**src/rtl/countdown_timer_ctrl.sv**
```systemverilog
`default_nettype none
// ============================================================================
// Module   : countdown_timer_ctrl
// Brief    : mm:ss countdown controller: set/run/pause/alarm FSM for display_driver.
// Revision : 1.0
// ============================================================================
module countdown_timer_ctrl #(
  parameter int MAX_VAL     = 59,
  parameter int ALARM_TICKS = 10
) (
  input  logic       clk,
  input  logic       rst_n,
  input  logic       i_tick_1hz,
  input  logic       i_btn_start,
  input  logic       i_btn_mode,
  input  logic       i_btn_up,
  input  logic       i_btn_down,
  output logic [5:0] o_minutes,
  output logic [5:0] o_seconds,
  output logic       o_blink,
  output logic       o_running,
  output logic       o_done
);

  localparam int                     c_alarm_w    = $clog2(ALARM_TICKS + 1);
  localparam logic [5:0]             c_max        = 6'(MAX_VAL);
  localparam logic [c_alarm_w-1:0]   c_alarm_last = c_alarm_w'(ALARM_TICKS - 1);

  typedef enum logic [2:0] {
    S_IDLE    = 3'd0,
    S_SET_MIN = 3'd1,
    S_SET_SEC = 3'd2,
    S_RUN     = 3'd3,
    S_PAUSE   = 3'd4,
    S_DONE    = 3'd5
  } state_t;

  state_t               r_state;
  logic [5:0]           r_pre_min;
  logic [5:0]           r_pre_sec;
  logic [c_alarm_w-1:0] r_alarm_cnt;

  // Only the highest-priority button pulse in a cycle is allowed to act.
  logic w_start, w_mode, w_up, w_down;
  assign w_start = i_btn_start;
  assign w_mode  = i_btn_mode & ~i_btn_start;
  assign w_up    = i_btn_up   & ~i_btn_mode & ~i_btn_start;
  assign w_down  = i_btn_down & ~i_btn_up & ~i_btn_mode & ~i_btn_start;

  logic [5:0] w_min_inc, w_min_dec, w_sec_inc, w_sec_dec;
  assign w_min_inc = (o_minutes == c_max) ? 6'd0  : o_minutes + 6'd1;
  assign w_min_dec = (o_minutes == 6'd0)  ? c_max : o_minutes - 6'd1;
  assign w_sec_inc = (o_seconds == c_max) ? 6'd0  : o_seconds + 6'd1;
  assign w_sec_dec = (o_seconds == 6'd0)  ? c_max : o_seconds - 6'd1;

  // One-second countdown step; 00:00 holds (never reached in RUN).
  logic [5:0] w_run_min, w_run_sec;
  logic       w_tick_zero;
  logic       w_count_zero;
  assign w_count_zero = (o_minutes == 6'd0) && (o_seconds == 6'd0);
  assign w_run_sec    = (o_seconds != 6'd0) ? o_seconds - 6'd1 :
                        (o_minutes != 6'd0) ? c_max : 6'd0;
  assign w_run_min    = (o_seconds == 6'd0 && o_minutes != 6'd0) ? o_minutes - 6'd1 : o_minutes;
  assign w_tick_zero  = (o_minutes == 6'd0) && (o_seconds < 6'd2);

  always_ff @(posedge clk or negedge rst_n) begin
    if (!rst_n) begin
      r_state     <= S_IDLE;
      o_minutes   <= 6'd0;
      o_seconds   <= 6'd0;
      r_pre_min   <= 6'd0;
      r_pre_sec   <= 6'd0;
      r_alarm_cnt <= '0;
      o_blink     <= 1'b0;
      o_running   <= 1'b0;
      o_done      <= 1'b0;
    end else begin
      case (r_state)
        S_IDLE: begin
          if (w_start) begin
            if (!w_count_zero) begin
              r_state <= S_RUN;
              {o_blink, o_running, o_done} <= 3'b010;
            end
          end else if (w_mode) begin
            r_state <= S_SET_MIN;
            {o_blink, o_running, o_done} <= 3'b100;
          end
        end
        S_SET_MIN: begin
          if (w_start) begin
            r_state <= S_IDLE;
            {o_blink, o_running, o_done} <= 3'b000;
          end else if (w_mode) begin
            r_state <= S_SET_SEC;
            {o_blink, o_running, o_done} <= 3'b100;
          end else if (w_up) begin
            o_minutes <= w_min_inc;
            r_pre_min <= w_min_inc;
          end else if (w_down) begin
            o_minutes <= w_min_dec;
            r_pre_min <= w_min_dec;
          end
        end
        S_SET_SEC: begin
          if (w_start || w_mode) begin
            r_state <= S_IDLE;
            {o_blink, o_running, o_done} <= 3'b000;
          end else if (w_up) begin
            o_seconds <= w_sec_inc;
            r_pre_sec <= w_sec_inc;
          end else if (w_down) begin
            o_seconds <= w_sec_dec;
            r_pre_sec <= w_sec_dec;
          end
        end
        S_RUN: begin
          if (i_tick_1hz) begin
            o_minutes <= w_run_min;
            o_seconds <= w_run_sec;
          end
          // Reaching 00:00 beats a simultaneous pause request.
          if (i_tick_1hz && w_tick_zero) begin
            r_state     <= S_DONE;
            r_alarm_cnt <= '0;
            {o_blink, o_running, o_done} <= 3'b101;
          end else if (w_start) begin
            r_state <= S_PAUSE;
            {o_blink, o_running, o_done} <= 3'b000;
          end
        end
        S_PAUSE: begin
          if (w_start) begin
            r_state <= S_RUN;
            {o_blink, o_running, o_done} <= 3'b010;
          end else if (w_mode) begin
            r_state <= S_IDLE;
            {o_blink, o_running, o_done} <= 3'b000;
          end
        end
        S_DONE: begin
          if (w_start || w_mode || (i_tick_1hz && r_alarm_cnt == c_alarm_last)) begin
            r_state   <= S_IDLE;
            o_minutes <= r_pre_min;
            o_seconds <= r_pre_sec;
            {o_blink, o_running, o_done} <= 3'b000;
          end else if (i_tick_1hz) begin
            r_alarm_cnt <= r_alarm_cnt + 1'b1;
          end
        end
        default: begin
          r_state <= S_IDLE;
          {o_blink, o_running, o_done} <= 3'b000;
        end
      endcase
    end
  end

endmodule
`default_nettype wire

```
**config.mk**
```make
export PLATFORM = sky130hd
export DESIGN_NAME = countdown_timer_ctrl
export DESIGN_NICKNAME = d
export VERILOG_FILES = /design/src/rtl/countdown_timer_ctrl.sv
export SDC_FILE = /design/constraint.sdc
export NUM_CORES = 1
export LEC_CHECK = 0
export ABC_AREA = 1
export BUFFER_PORTS_ARGS = -buffer_cell sky130_fd_sc_hd__buf_2
export CORE_AREA = 2 2 94 87
export DETAILED_ROUTE_END_ITERATION = 12
export DIE_AREA = 0 0 96 89
export PLACE_DENSITY = 0.48
export SYNTH_ARGS = -nofsm -noshare
export SYNTH_HDL_FRONTEND = slang
export SYNTH_SLANG_ARGS = --single-unit
```
**constraint.sdc**
```tcl
create_clock -name clk -period 3.94 [get_ports clk]
set_input_delay 0 -clock clk [delete_from_list [all_inputs] [get_ports clk]]
set_output_delay 0 -clock clk [all_outputs]
set_load 0.02 [all_outputs]
```
; ---- After elaboration in Yosys (flattened, before gate mapping)
; Cells that the tools add are included.
[totals]
reg_bits = 34
in_bits = 7
out_inout_bits = 15
[op_classes]
n_addsub = 5
order_cmp = 1
n_eq_ne = 25
muxes = 58
bitwise = 11
n_reduce_logical = 25
[op_table]
columns = cell, count
row1 = $mux 6, 18
row2 = $pmux 6 s3, 2
row3 = $mux 3, 11
row4 = $ne 3x3->1 const B, 7
row5 = $ne 2x2->1 const B, 10
row6 = $mux 1, 19
row7 = $pmux 3 s6, 1
row8 = $reduce_and 7->1, 2
row9 = $add 6x1->6 const B, 2
row10 = $eq 6x6->1 const B, 2
row11 = $logic_not 6->1, 2
row12 = $mux 4, 3
row13 = $pmux 1 s6, 2
row14 = $reduce_and 4->1, 3
row15 = $reduce_bool 6->1, 2
row16 = $sub 6x1->6 const B, 2
row17 = $reduce_and 5->1, 2
row18 = $pmux 4 s2, 1
row19 = $and 1x1->1, 6
row20 = $eq 3x2->1 const B, 2
row21 = $eq 3x3->1 const B, 2
row22 = $lt 6x2->1 const B, 1
row23 = $reduce_bool 3->1, 2
row24 = $logic_and 1x1->1, 5
row25 = other kinds (10), 16

; ---- Depth between registers and ports, before layout
[logic_depth]
word_depth = 9
mapped_depth = 12
depth_no_buf = 12

; ---- Least setup slack after synthesis
; Ideal clock, no wire load.
[synth_timing]
path_type = flip-flop to flip-flop
start = register o_minutes[0]
end = register o_seconds[0]
setup_time_ns = 0.083
t_arrival_ns = 1.568
required_ns = 3.857
slack_ns = 2.289
path_stages_with_launch = 10
path_buffers = 0
period_less_slack_ns = 1.651
cell_sequence = dfrtp_1 -> inv_1 -> ha_1 -> nand2_1 -> nor2_4 -> a21oi_1 -> nand2_1 -> nand3_1 -> nand2_1 -> o21ai_0
[synth_via]
elab_chain_len = 5
[synth_rtl]
columns = element, line_no
row1 = from (decl), 18  ; output logic [5:0] o_minutes,
row2 = from (signal assigned), 98  ; o_minutes <= w_min_inc;
row3 = from (signal assigned), 101  ; o_minutes <= w_min_dec;
row4 = from (signal assigned), 119  ; o_minutes <= w_run_min;
row5 = $reduce_bool 6->1, 62  ; (o_minutes != 6'd0) ? c_max : 6'd0;
row6 = $mux 6, 62
row7 = $mux 6, 61  ; assign w_run_sec = (o_seconds != 6'd0) ? o_seconds - 6'd1 :
row8 = $mux 6, 118  ; if (i_tick_1hz) begin
row9 = $pmux 6 s3, 78  ; case (r_state)
row10 = to (signal assigned), 110  ; o_seconds <= w_sec_inc;
row11 = to (signal assigned), 113  ; o_seconds <= w_sec_dec;
row12 = to (signal assigned), 120  ; o_seconds <= w_run_sec;
row13 = to (decl), 19  ; output logic [5:0] o_seconds,
; Every way passes these cells. The select of a mux whose other input is x is not followed.
; A chain may end at the register's enable or synchronous reset.

; ---- Worst setup path after layout
[layout_timing]
start = register o_seconds[0]
end = register o_seconds[1]
[layout_via]
elab_chain_len = 6
elab_cells_between_ends = 13
classes_between = add/sub (2) / eq/ne (1) / mux (8) / reduce/logical (2)
[layout_rtl]
columns = element, line_no
row1 = $sub 6x1->6 / $logic_not 6->1 (equally long branches), "54, 61"
row2 = $mux 6, 54  ; assign w_sec_dec = (o_seconds == 6'd0) ? c_max : o_seconds - 6'd1;
row3 = $mux 6, 112  ; end else if (w_down) begin
row4 = $mux 6, 109  ; end else if (w_up) begin
row5 = $mux 6, 106  ; if (w_start || w_mode) begin
row6 = $pmux 6 s3 (*), 78
; Mark *: on every way between the ends. The rest lies on a longest branch, timed or not. The select of a mux whose other input is x is not followed.

==> impl_metrics.py <==
metrics = {
    "worst_setup_path": {
        "critPathRequiredTime_ps": 4170,
        "endpoint_kind": "flip-flop",
        "critPathMaxFanout": 6,
        "timing.reg2reg.setup_slack_ps": 1980,
        "worstPathArrival_ps": 2190,
        "crit_type": "flip-flop to flip-flop",
        "start_kind": "flip-flop",
        "r2r_cells": 9,
    },
    "cts": {
        "clock_path_buffers": 2,
        "clk_latency_ps": 290,
        "clock-root-buffer": "clkbuf_8",
        "cts_setup_buffers": 0,
        "cts.sinks": 34,
        "numCtsBuffers": 5,
        "cts_max_level": 2,
        "clk_pin_slew_ps": 70,
        "cts_tree": "yes",
    },
    "yosys": {
        "synth_area_per_cell_um2": 6.927,
        "postSynthCellCount": 373,
        "synth_ff_type": "dfrtp_1",
        "synth-async-reset-ratio_pct": 100.0,
        "yosysUniqueCellTypes": 35,
        "yosys_register_bits": 34,
        "synth_edf_count": 0,
        "syn-num-nets": 387,
        "ys_seq_area_share_pct": 32.93,
        "ys_warn_count": 0,
        "syn_area_mm2": 0.002584,
    },
    "sta": {
        "period_minus_slack_ps": 1957,
        "finalMaxSlewViolations": 0,
        "hold_violations": 0,
        "fin_crit_sh_pct": 49.66,
        "clock_skew_ps": 9.957,
        "tns_ps": 0,
        "relSlewSlack_pct": 46.44,
        "rsz0062_at_grt": "no",
        "max_freq_ghz": 0.5111,
        "worstMarginPinSlew_ps": 803.4,
        "setup_viol_count_final": 0,
    },
    "hold_path": {
        "min_path_type": "input pin to flip-flop",
        "hold_depth": 3,
    },
    "final_layout": {
        "fin_nets": 409,
        "synthToLayoutAreaGrowth_pct": 11.43,
        "num-fill-cells": 803,
        "layout_commonest_cell": "nand2_1",
        "antenna_cells": 0,
        "layout_common_cells": "nand2_1, inv_1, nand3_1",
        "layout.cells.non_filler": 492,
        "drive_gt1_share_pct": 16.41,
    },
    "global_route": {
        "grt_antenna_before_repair": 0,
        "grtUsageTotal_pct": 17.34,
        "first_global_vias": 2279,
        "grt_pass1_wl_mm": 11.28,
        "overflow": 0,
        "grt_max_degree": 35,
    },
    "detailed_routing": {
        "drt_iter0_drc": 151,
        "ant_nets": 0,
        "num_vias": 2401,
        "routedWlPerCell_um": 13.34,
        "via_per_inst": 4.880,
        "first_pass_iters": 5,
        "drc": 0,
        "wl_mm": 6.563,
    },
    "power": {
        "p_leak_nw": 1.437,
        "ir_worst_vdd_uv": 310.6,
        "p_per_area_mw_per_mm2": 818.2,
    },
    "placement": {
        "place_inst": 483,
        "portBuffers": 21,
        "globalplace.congestion": 0.8547,
        "dp_hpwl_mm": 4.981,
    },
    "floorplanning": {
        "start_util_pct": 34.59,
        "die_h_um": 89,
        "fp.dieW_um": 96,
        "core_mm2": 0.007470,
        "placementRows": 30,
        "ios": 22,
        "die_area_mm2": 0.008544,
    },
    "outcome": {
        "outcome": "complete, no violations",
    },
    "run": {
        "drv_cap": 0,
    },
}
## area by class of cell
cell class	count	area, µm²	share of cell area, %
multi-input cells	285	1503	52.19
clock inverters	1	30.03	1.043
flip-flops and latches	34	850.8	29.55
clock buffers	7	76.32	2.651
repair buffers	22	115.1	3.998
well taps	96	120.1	4.172
inverters	47	183.9	6.389
## flip-flops by register name, indices dropped and copies added, names as in the netlist
name         flops
o_minutes        6
o_blink          1
o_seconds        6
r_pre_min        6
r_state          3
r_pre_sec        6
o_running        1
r_alarm_cnt      4
o_done           1
## cell families (layout without fill, tap and decap cells)
group / Yosys count / after routing / synth area share, %
xor gates and xnor gates: 8 / 8 / 2.712
AOI/OAI and AO/OA: 54 / 54 / 12.35
adders and majority gates: 7 / 7 / 3.390
and+or+nand+nor: 216 / 216 / 39.71
DFF: 34 / 34 / 32.93
buffers and inverters: 54 / 77 / 8.910
## through the flow
step	total power (W)	hold slack, ps	util [%]	worst slack [ps]	cell area, µm²
global route	0.002602	61.86	38.54	1784	2879
CTS	0.002371	62.78	38.54	1995	2879
finish	0.002356	59.92	38.54	1983	2879
global placement	0.002071	149.0	36.98	1961	2763
floorplan	0.001716	-295.6	-	2289	2584
detailed placement	0.002039	148.6	36.98	2018	2763
## critical path: stages (launching register included)
cell and delay [ps]:
dfrtp_1 470, inv_1 150, ha_1 270, nand2_1 120, nor2_1 70, a21oi_1 420, nand2_1 110, o211ai_1 120
nand2_1 100, nand2_1 70
## synthesized netlist by cell type, types with 4 or more instances
| cell type | number | share of area, % |
|---|---|---|
| nor2_2 | 4 | 0.97 |
| ha_1 | 7 | 3.4 |
| o21ai_0 | 28 | 5.4 |
| inv_2 | 5 | 0.73 |
| inv_1 | 39 | 5.7 |
| o21ai_2 | 4 | 1.4 |
| nand2_1 | 132 | 19 |
| a21oi_1 | 8 | 1.5 |
| xor2_1 | 6 | 2.0 |
| nand3_1 | 35 | 6.8 |
| nor2_1 | 20 | 2.9 |
| or2_2 | 4 | 0.97 |
| nor2_4 | 6 | 2.6 |
| dfrtp_1 | 34 | 33 |
| buf_2 | 4 | 0.77 |
## worst paths after layout
| check | startpoint | endpoint |
|---|---|---|
| worst max-delay path | o_seconds[0] | o_seconds[1] |
| worst min-delay path | i_tick_1hz | o_done |
| worst max register to register | o_seconds[0] | o_seconds[1] |
| worst min register to register | o_done | o_done |
| max in group asynchronous | rst_n | r_pre_min[4] |
| min in group asynchronous | rst_n | r_alarm_cnt[3] |
## power by group
part / internal [W] / leakage (nW) / total, W / switching, W
logic: 0.000460 / 0.959 / 0.00133 / 0.000869
clock network: 0.000189 / 0.0524 / 0.000317 / 0.000128
registers: 0.000509 / 0.426 / 0.000709 / 0.000201
total: 0.00116 / 1.44 / 0.00236 / 0.00120
## metal layers
metal / vias up / track usage (%) / routed length, µm
met4: 0 / 5.195 / 54
met3: 5 / 3.288 / 364
met5: - / 0 / 0
li1: 1242 / - / -
met1: 1093 / 25.42 / 3370
met2: 61 / 25.82 / 2774
## timing repair
action,4_1_cts,5_1_grt
hold buffers,1,0
resized for setup,0,0
hold endpoints to repair,34,0
Power figures use the tool's default switching activity.
